===== config.mk =====
export PLATFORM = sky130hd
export DESIGN_NAME = pipe_stage_buf
export DESIGN_NICKNAME = d
export VERILOG_FILES = /design/src/rtl/cpu_types_pkg.sv /design/src/rtl/pipe_stage_buf.sv
export SDC_FILE = /design/constraint.sdc
export NUM_CORES = 1
export LEC_CHECK = 0
export CORE_MARGIN = 1
export CORE_UTILIZATION = 31
export DETAILED_ROUTE_END_ITERATION = 7
export HOLD_SLACK_MARGIN = 0.12
export SLEW_MARGIN = 10
export SYNTH_ARGS = -nofsm -noshare
export SYNTH_HDL_FRONTEND = slang
export SYNTH_SLANG_ARGS = --single-unit

===== constraint.sdc =====
create_clock -name clk -period 1.6 [get_ports clk]
set_input_delay 0.4 -clock clk [delete_from_list [all_inputs] [get_ports clk]]
set_output_delay 0.4 -clock clk [all_outputs]
set_load 0.1 [all_outputs]

===== src/rtl/cpu_types_pkg.sv =====
// ============================================================================
//  Module      : cpu_types_pkg
//  Description : Shared CPU types: datapath words, ALU ops, pipeline entries
//                and the per-stage payload structs carried by pipe_stage_buf.
//  Revision    : 1.0 - initial release
// ============================================================================
`default_nettype none

package cpu_types_pkg;

  localparam int WORD_W      = 32;
  localparam int PIPE_DATA_W = 32;
  localparam int REG_IDX_W   = 5;

  typedef logic [WORD_W-1:0]    word_t;
  typedef logic [REG_IDX_W-1:0] reg_idx_t;

  typedef enum logic [3:0] {
    ALU_ADD  = 4'd0,
    ALU_SUB  = 4'd1,
    ALU_AND  = 4'd2,
    ALU_OR   = 4'd3,
    ALU_XOR  = 4'd4,
    ALU_SLL  = 4'd5,
    ALU_SRL  = 4'd6,
    ALU_SRA  = 4'd7,
    ALU_SLT  = 4'd8,
    ALU_SLTU = 4'd9,
    ALU_LUI  = 4'd10,
    ALU_NOP  = 4'd11
  } aluop_t;

  typedef struct packed {
    logic                   halt;
    logic [PIPE_DATA_W-1:0] data;
  } pipe_entry_t;

  typedef struct packed {
    word_t pc;
    word_t instr;
  } if_id_t;

  typedef struct packed {
    word_t    pc;
    word_t    rs1_val;
    word_t    rs2_val;
    word_t    imm;
    reg_idx_t rd;
    aluop_t   aluop;
    logic     alu_src_imm;
    logic     mem_read;
    logic     mem_write;
    logic     reg_write;
  } id_ex_t;

  typedef struct packed {
    word_t    alu_result;
    word_t    store_val;
    reg_idx_t rd;
    logic     mem_read;
    logic     mem_write;
    logic     reg_write;
  } ex_mem_t;

  typedef struct packed {
    word_t    wb_val;
    reg_idx_t rd;
    logic     reg_write;
  } mem_wb_t;

  // A single-entry buffer still needs a 1-bit pointer type to stay legal.
  function automatic int ptr_width(input int depth);
    return (depth > 1) ? $clog2(depth) : 1;
  endfunction

endpackage

`default_nettype wire


===== src/rtl/pipe_stage_buf.sv =====
// ============================================================================
//  Module      : pipe_stage_buf
//  Description : Elastic valid/ready pipeline stage with flush and sticky halt.
//  Revision    : 1.0 - initial release
// ============================================================================
`default_nettype none

module pipe_stage_buf
  import cpu_types_pkg::*;
#(
  parameter int DATA_W = PIPE_DATA_W,
  parameter int DEPTH  = 2
) (
  input  logic                       clk,
  input  logic                       rst_n,
  input  logic                       flush,
  input  logic                       in_valid,
  output logic                       in_ready,
  input  logic [DATA_W-1:0]          in_data,
  input  logic                       in_halt,
  output logic                       out_valid,
  input  logic                       out_ready,
  output logic [DATA_W-1:0]          out_data,
  output logic                       out_halt,
  output logic [$clog2(DEPTH+1)-1:0] count,
  output logic                       halted
);

  localparam int PTR_W = ptr_width(DEPTH);
  localparam int CNT_W = $clog2(DEPTH+1);
  localparam logic [CNT_W-1:0] C_FULL = CNT_W'(DEPTH);

  typedef struct packed {
    logic              halt;
    logic [DATA_W-1:0] data;
  } entry_t;

  entry_t           r_mem [DEPTH];
  logic [CNT_W-1:0] r_count;
  logic             r_halted;
  logic             w_push;
  logic             w_pop;
  entry_t           w_head;

  // Ready is built from registered state and flush only, keeping out_ready
  // off the in_ready path.
  assign in_ready  = (r_count != C_FULL) && !r_halted && !flush;
  assign out_valid = (r_count != '0) && !flush;
  assign w_push    = in_valid && in_ready;
  assign w_pop     = out_valid && out_ready;

  assign out_data  = out_valid ? w_head.data : '0;
  assign out_halt  = out_valid && w_head.halt;
  assign count     = r_count;
  assign halted    = r_halted;

  generate
    if (DEPTH == 1) begin : g_single
      assign w_head = r_mem[0];

      always_ff @(posedge clk or negedge rst_n) begin
        if (!rst_n) begin
          r_mem[0] <= '0;
        end else if (w_push) begin
          r_mem[0] <= '{halt: in_halt, data: in_data};
        end
      end
    end else begin : g_multi
      logic [PTR_W-1:0] r_wr_ptr;
      logic [PTR_W-1:0] r_rd_ptr;

      assign w_head = r_mem[r_rd_ptr];

      // DEPTH is a power of two, so natural overflow gives the wrap.
      always_ff @(posedge clk or negedge rst_n) begin
        if (!rst_n) begin
          r_wr_ptr <= '0;
          r_rd_ptr <= '0;
        end else if (flush) begin
          r_wr_ptr <= '0;
          r_rd_ptr <= '0;
        end else begin
          if (w_push) r_wr_ptr <= r_wr_ptr + 1'b1;
          if (w_pop)  r_rd_ptr <= r_rd_ptr + 1'b1;
        end
      end

      always_ff @(posedge clk or negedge rst_n) begin
        if (!rst_n) begin
          for (int i = 0; i < DEPTH; i++) r_mem[i] <= '0;
        end else if (w_push) begin
          r_mem[r_wr_ptr] <= '{halt: in_halt, data: in_data};
        end
      end
    end
  endgenerate

  always_ff @(posedge clk or negedge rst_n) begin
    if (!rst_n) begin
      r_count <= '0;
    end else if (flush) begin
      r_count <= '0;
    end else begin
      case ({w_push, w_pop})
        2'b10:   r_count <= r_count + 1'b1;
        2'b01:   r_count <= r_count - 1'b1;
        default: r_count <= r_count;
      endcase
    end
  end

  // Flush forces out_valid low, so a squashed halt word never sets this.
  always_ff @(posedge clk or negedge rst_n) begin
    if (!rst_n) begin
      r_halted <= 1'b0;
    end else if (w_pop && w_head.halt) begin
      r_halted <= 1'b1;
    end
  end

endmodule

`default_nettype wire


==> results of run 1 <==
## logic make-up after synthesis
logic type | after synthesis | synth area share, %
compound gates | 9 | 1.76
xor+xnor | 1 | 0.263
buf+inv | 19 | 3.08
flops | 71 | 53.3
mux | 99 | 35.5
simple gates | 46 | 6.12
## repair_timing
action	CTS	global route
pin swaps	4	6
setup endpoints to repair	103	104
hold endpoints to repair	25	0
hold buffers	1	0
gates cloned	8	2
setup buffers	11	9
resized for setup	21	15
## critical path, cell delays in order (launching register included)
cell,delay [ns]
dfrtp_4,0.48
buf_6,0.13
o21bai_4,0.15
buf_12,0.17
buf_12,0.15
clkinvlp_4,0.10
buf_12,0.17
## synth_stat cells
library cell  number
a211o_1            1
a21o_1             1
a21oi_1            1
a31oi_1            1
and2_1             1
and4b_1            1
buf_2              7
buf_6              3
clkbuf_1           5
dfrtp_1           71
inv_1              4
mux2_2            37
mux2_4            29
mux2i_1           33
nand2_1            2
nor2_1            36
nor2b_1            2
nor3_1             1
nor4b_1            1
o21ai_0            3
o21bai_1           1
o311ai_0           1
or3b_2             1
or4b_1             1
xor2_1             1
## how the worst min path moves through the flow
stage / start / end / slack (ns) / depth (start not counted)
6_report: flush / count[0]$_DFFE_PN0P_ / 0.51 / 3
5_1_grt: flush / count[0]$_DFFE_PN0P_ / 0.52 / 3
4_1_cts: flush / count[0]$_DFFE_PN0P_ / 0.49 / 3
3_5_place_dp: rst_n / r_mem[27]$_DFFE_PN0P_ / 0.36 / 1
3_3_place_gp: rst_n / r_mem[60]$_DFFE_PN0P_ / 0.35 / 1
2_1_floorplan: rst_n / g_multi.r_rd_ptr$_DFFE_PN0P_ / 0.10 / 0
## cells in the final DEF (no fill, tap or decap), drive strengths merged
cell           instances
a211o                  1
a21o                   1
a21oi                  1
a31oi                  1
and2                   1
and4b                  1
buf                   79
bufinv                 3
clkbuf                11
clkdlybuf4s50         34
clkinv                 1
clkinvlp               3
dfrtp                 71
dlygate4sd2            1
dlygate4sd3            1
dlymetal6s2s           1
inv                    3
mux2                  66
mux2i                 33
nand2                  2
nor2                  36
nor2b                  2
nor3                   1
nor4b                  1
o21ai                  3
o21bai                 1
o311ai                 1
or3b                   1
or4b                   1
xor2                   1
## layer usage
layer  track usage (%)  vias to the layer above
met5                 0                        -
met2              27.1                       50
li1                  -                     1083
met3              2.78                        7
met4              5.95                        0
met1              21.7                     1169
## state kept, by name, indices dropped and copies added, names as in the netlist
register / flops
count: 2
r_mem: 66
g_multi.r_wr_ptr: 1
g_multi.r_rd_ptr: 1
halted: 1
## report_power, final
group / switching, mW / leakage (nW) / internal [mW] / total (mW)
sequential: 0.496 / 0.852 / 2.67 / 3.17
clock: 0.678 / 0.111 / 1.02 / 1.70
combinational: 2.07 / 1.53 / 2.30 / 4.36
total: 3.24 / 2.50 / 5.99 / 9.23
## layout make-up
class / instances / area [µm²]
Clock buffer: 9 / 124
Clock inverter: 6 / 110
Fill cell: 824 / 4500
Inverter: 4 / 18.8
Multi-Input combinational cell: 155 / 1860
Sequential cell: 71 / 1790
Tap cell: 136 / 170
Timing Repair Buffer: 118 / 1800
## metrics by stage
step | util [%] | TNS (ns) | hold slack (ns) | setup WS (ns) | area (µm²)
after global placement | 50.3 | -53.93 | 0.350 | -0.746 | 5220
after global routing | 56.6 | -36.12 | 0.518 | -0.517 | 5870
after CTS | 56.5 | -32.30 | 0.494 | -0.507 | 5860
after detailed placement | 50.3 | -55.49 | 0.356 | -0.774 | 5220
final | 56.6 | -31.43 | 0.510 | -0.467 | 5870
after floorplan | - | -32.94 | 0.104 | -0.449 | 3850
==> flow_metrics.env, run 1 <==
export IMPL_cts_htree_levels=3
export IMPL_worstSetupPathType="reg -> out"
export IMPL_crit_path_end_kind="output port"
export IMPL_syn_avg_cell_area_um2=13.6
export IMPL_worstPathArrival_ns=1.67
export IMPL_fp_dieArea_um2=11200
export IMPL_relSlewSlack_pct=73.8
export IMPL_fraction_of_final_layout_cells_sized_beyond_drive_strength_1_pct=56.7
export IMPL_routed_wirelength_um=8570
export IMPL_synth_seq_area_share_pct=53.3
export IMPL_cts_sinks=71
export IMPL_worst_skew_pair_latency_ns=0.34
export IMPL_initial_utilization_pct=32.1
export IMPL_total_power_mw=9.23
export IMPL_post_dp_hpwl_um=5060
export IMPL_met2_routed_wl_um=4140
export IMPL_via_per_inst=4.63
export IMPL_critical_path_capture_point="out_valid"
export IMPL_area_growth_synth_to_final_pct=76.2
export IMPL_final_min_clock_period_ns=2.07
export IMPL_dr_pass1_iters=4
export IMPL_globalRouteOverflowTotal=0
export IMPL_post_drt_wl_per_cell_um=17.2
export IMPL_ff2ff_setup_slack_ns=-0.33
export IMPL_pwr_density_cell_nw_per_um2=1570
export IMPL_syn_area_um2=3330
export IMPL_die_width_um=106
export IMPL_leakagePower_nw=2.50
export IMPL_cts_tree="built"
export IMPL_layout_nets=397
export IMPL_drv_cap=0
export IMPL_placed_cells_incl_taps=462
export IMPL_antenna_violations_before_repair=0
export IMPL_synth_warnings=0
export IMPL_critical_path_reg2reg_endpoint="r_mem[51]$_DFFE_PN0P_"
export IMPL_violation_count_after_the_first_detailed_route_iteration=57
export IMPL_synth_top_area_share_pct=53.3
export IMPL_run_status="complete, but fails checks"
export IMPL_ioPinCount=76
export IMPL_timing_final_max_slew_violations=0
export IMPL_ant_nets=0
export IMPL_rsz0062_at_grt="true"
export IMPL_setup_viol=103
export IMPL_synth_net_count=283
export IMPL_start_kind="register"
export IMPL_track_usage_pct=16.5
export IMPL_tightestPinTransition_ns=0.393
export IMPL_route_detailed_drc=0
export IMPL_largest_net_degree_at_the_start_of_global_routing=35
export IMPL_cts_root_buffer="clkbuf_8"
export IMPL_final_setup_worst_slack_ns=-0.467
export IMPL_fin_worst_skew_ns=0.00934
export IMPL_worstRegToRegCells=7
export IMPL_top_signal_layer_used="met4"
export IMPL_fp_row_count=37
export IMPL_grt_first_pass_wirelength_um=13800
export IMPL_netlist_top_cell_by_area="dfrtp_1"
export IMPL_crit_fanout=6
export IMPL_cts_root_to_sink_buffers=2
export IMPL_crit_reg2reg_launch="count[0]$_DFFE_PN0P_"
export IMPL_fin_crit_sh_pct=129
export IMPL_placement_io_buffers=75
export IMPL_wirelength_met1_um=4090
export IMPL_die_height_um=106
export IMPL_num_vias=2309
export IMPL_postSynthRegisterBits=71
export IMPL_violations="setup timing"
export IMPL_worst_setup_sp="count[1]$_DFFE_PN0P_"
export IMPL_n_diodes=0
export IMPL_fin_cells=499
export IMPL_synth_cell_types=25
export IMPL_cp_data_required_time_ns=1.20
export IMPL_floorplan_core_area_um2=10400
export IMPL_vdd_drop_max_v=0.000844
export IMPL_post_cts_clock_slew_at_the_launch_and_capture_registers_of_the_worst_setup_and_hold_paths_ns=0.07
export IMPL_ys_top_cells_by_area="dfrtp_1, mux2_4, mux2_2"
export IMPL_via_count_of_the_first_global_routing_pass=2506
export IMPL_postSynthCellCount=245
export IMPL_cts_made_buffers=9
export IMPL_finalHoldViolations=0
export IMPL_gp_congestion=0.738
export IMPL_fmaxAchievable_mhz=484
export IMPL_min_path_type="in -> reg"
export IMPL_met3_length_um=251
(Power assumes the default switching activity.)
==> inputs of run 2 (changes only) <==
--- a/config.mk
+++ b/config.mk
@@ -5,11 +5,10 @@
 export SDC_FILE = /design/constraint.sdc
 export NUM_CORES = 1
 export LEC_CHECK = 0
-export CORE_MARGIN = 1
 export CORE_UTILIZATION = 31
 export DETAILED_ROUTE_END_ITERATION = 7
 export HOLD_SLACK_MARGIN = 0.12
-export SLEW_MARGIN = 10
+export SLEW_MARGIN = 20
 export SYNTH_ARGS = -nofsm -noshare
 export SYNTH_HDL_FRONTEND = slang
 export SYNTH_SLANG_ARGS = --single-unit
==> results of run 2 <==
The final DEF is identical to that of run 1; final timing and power are the same.
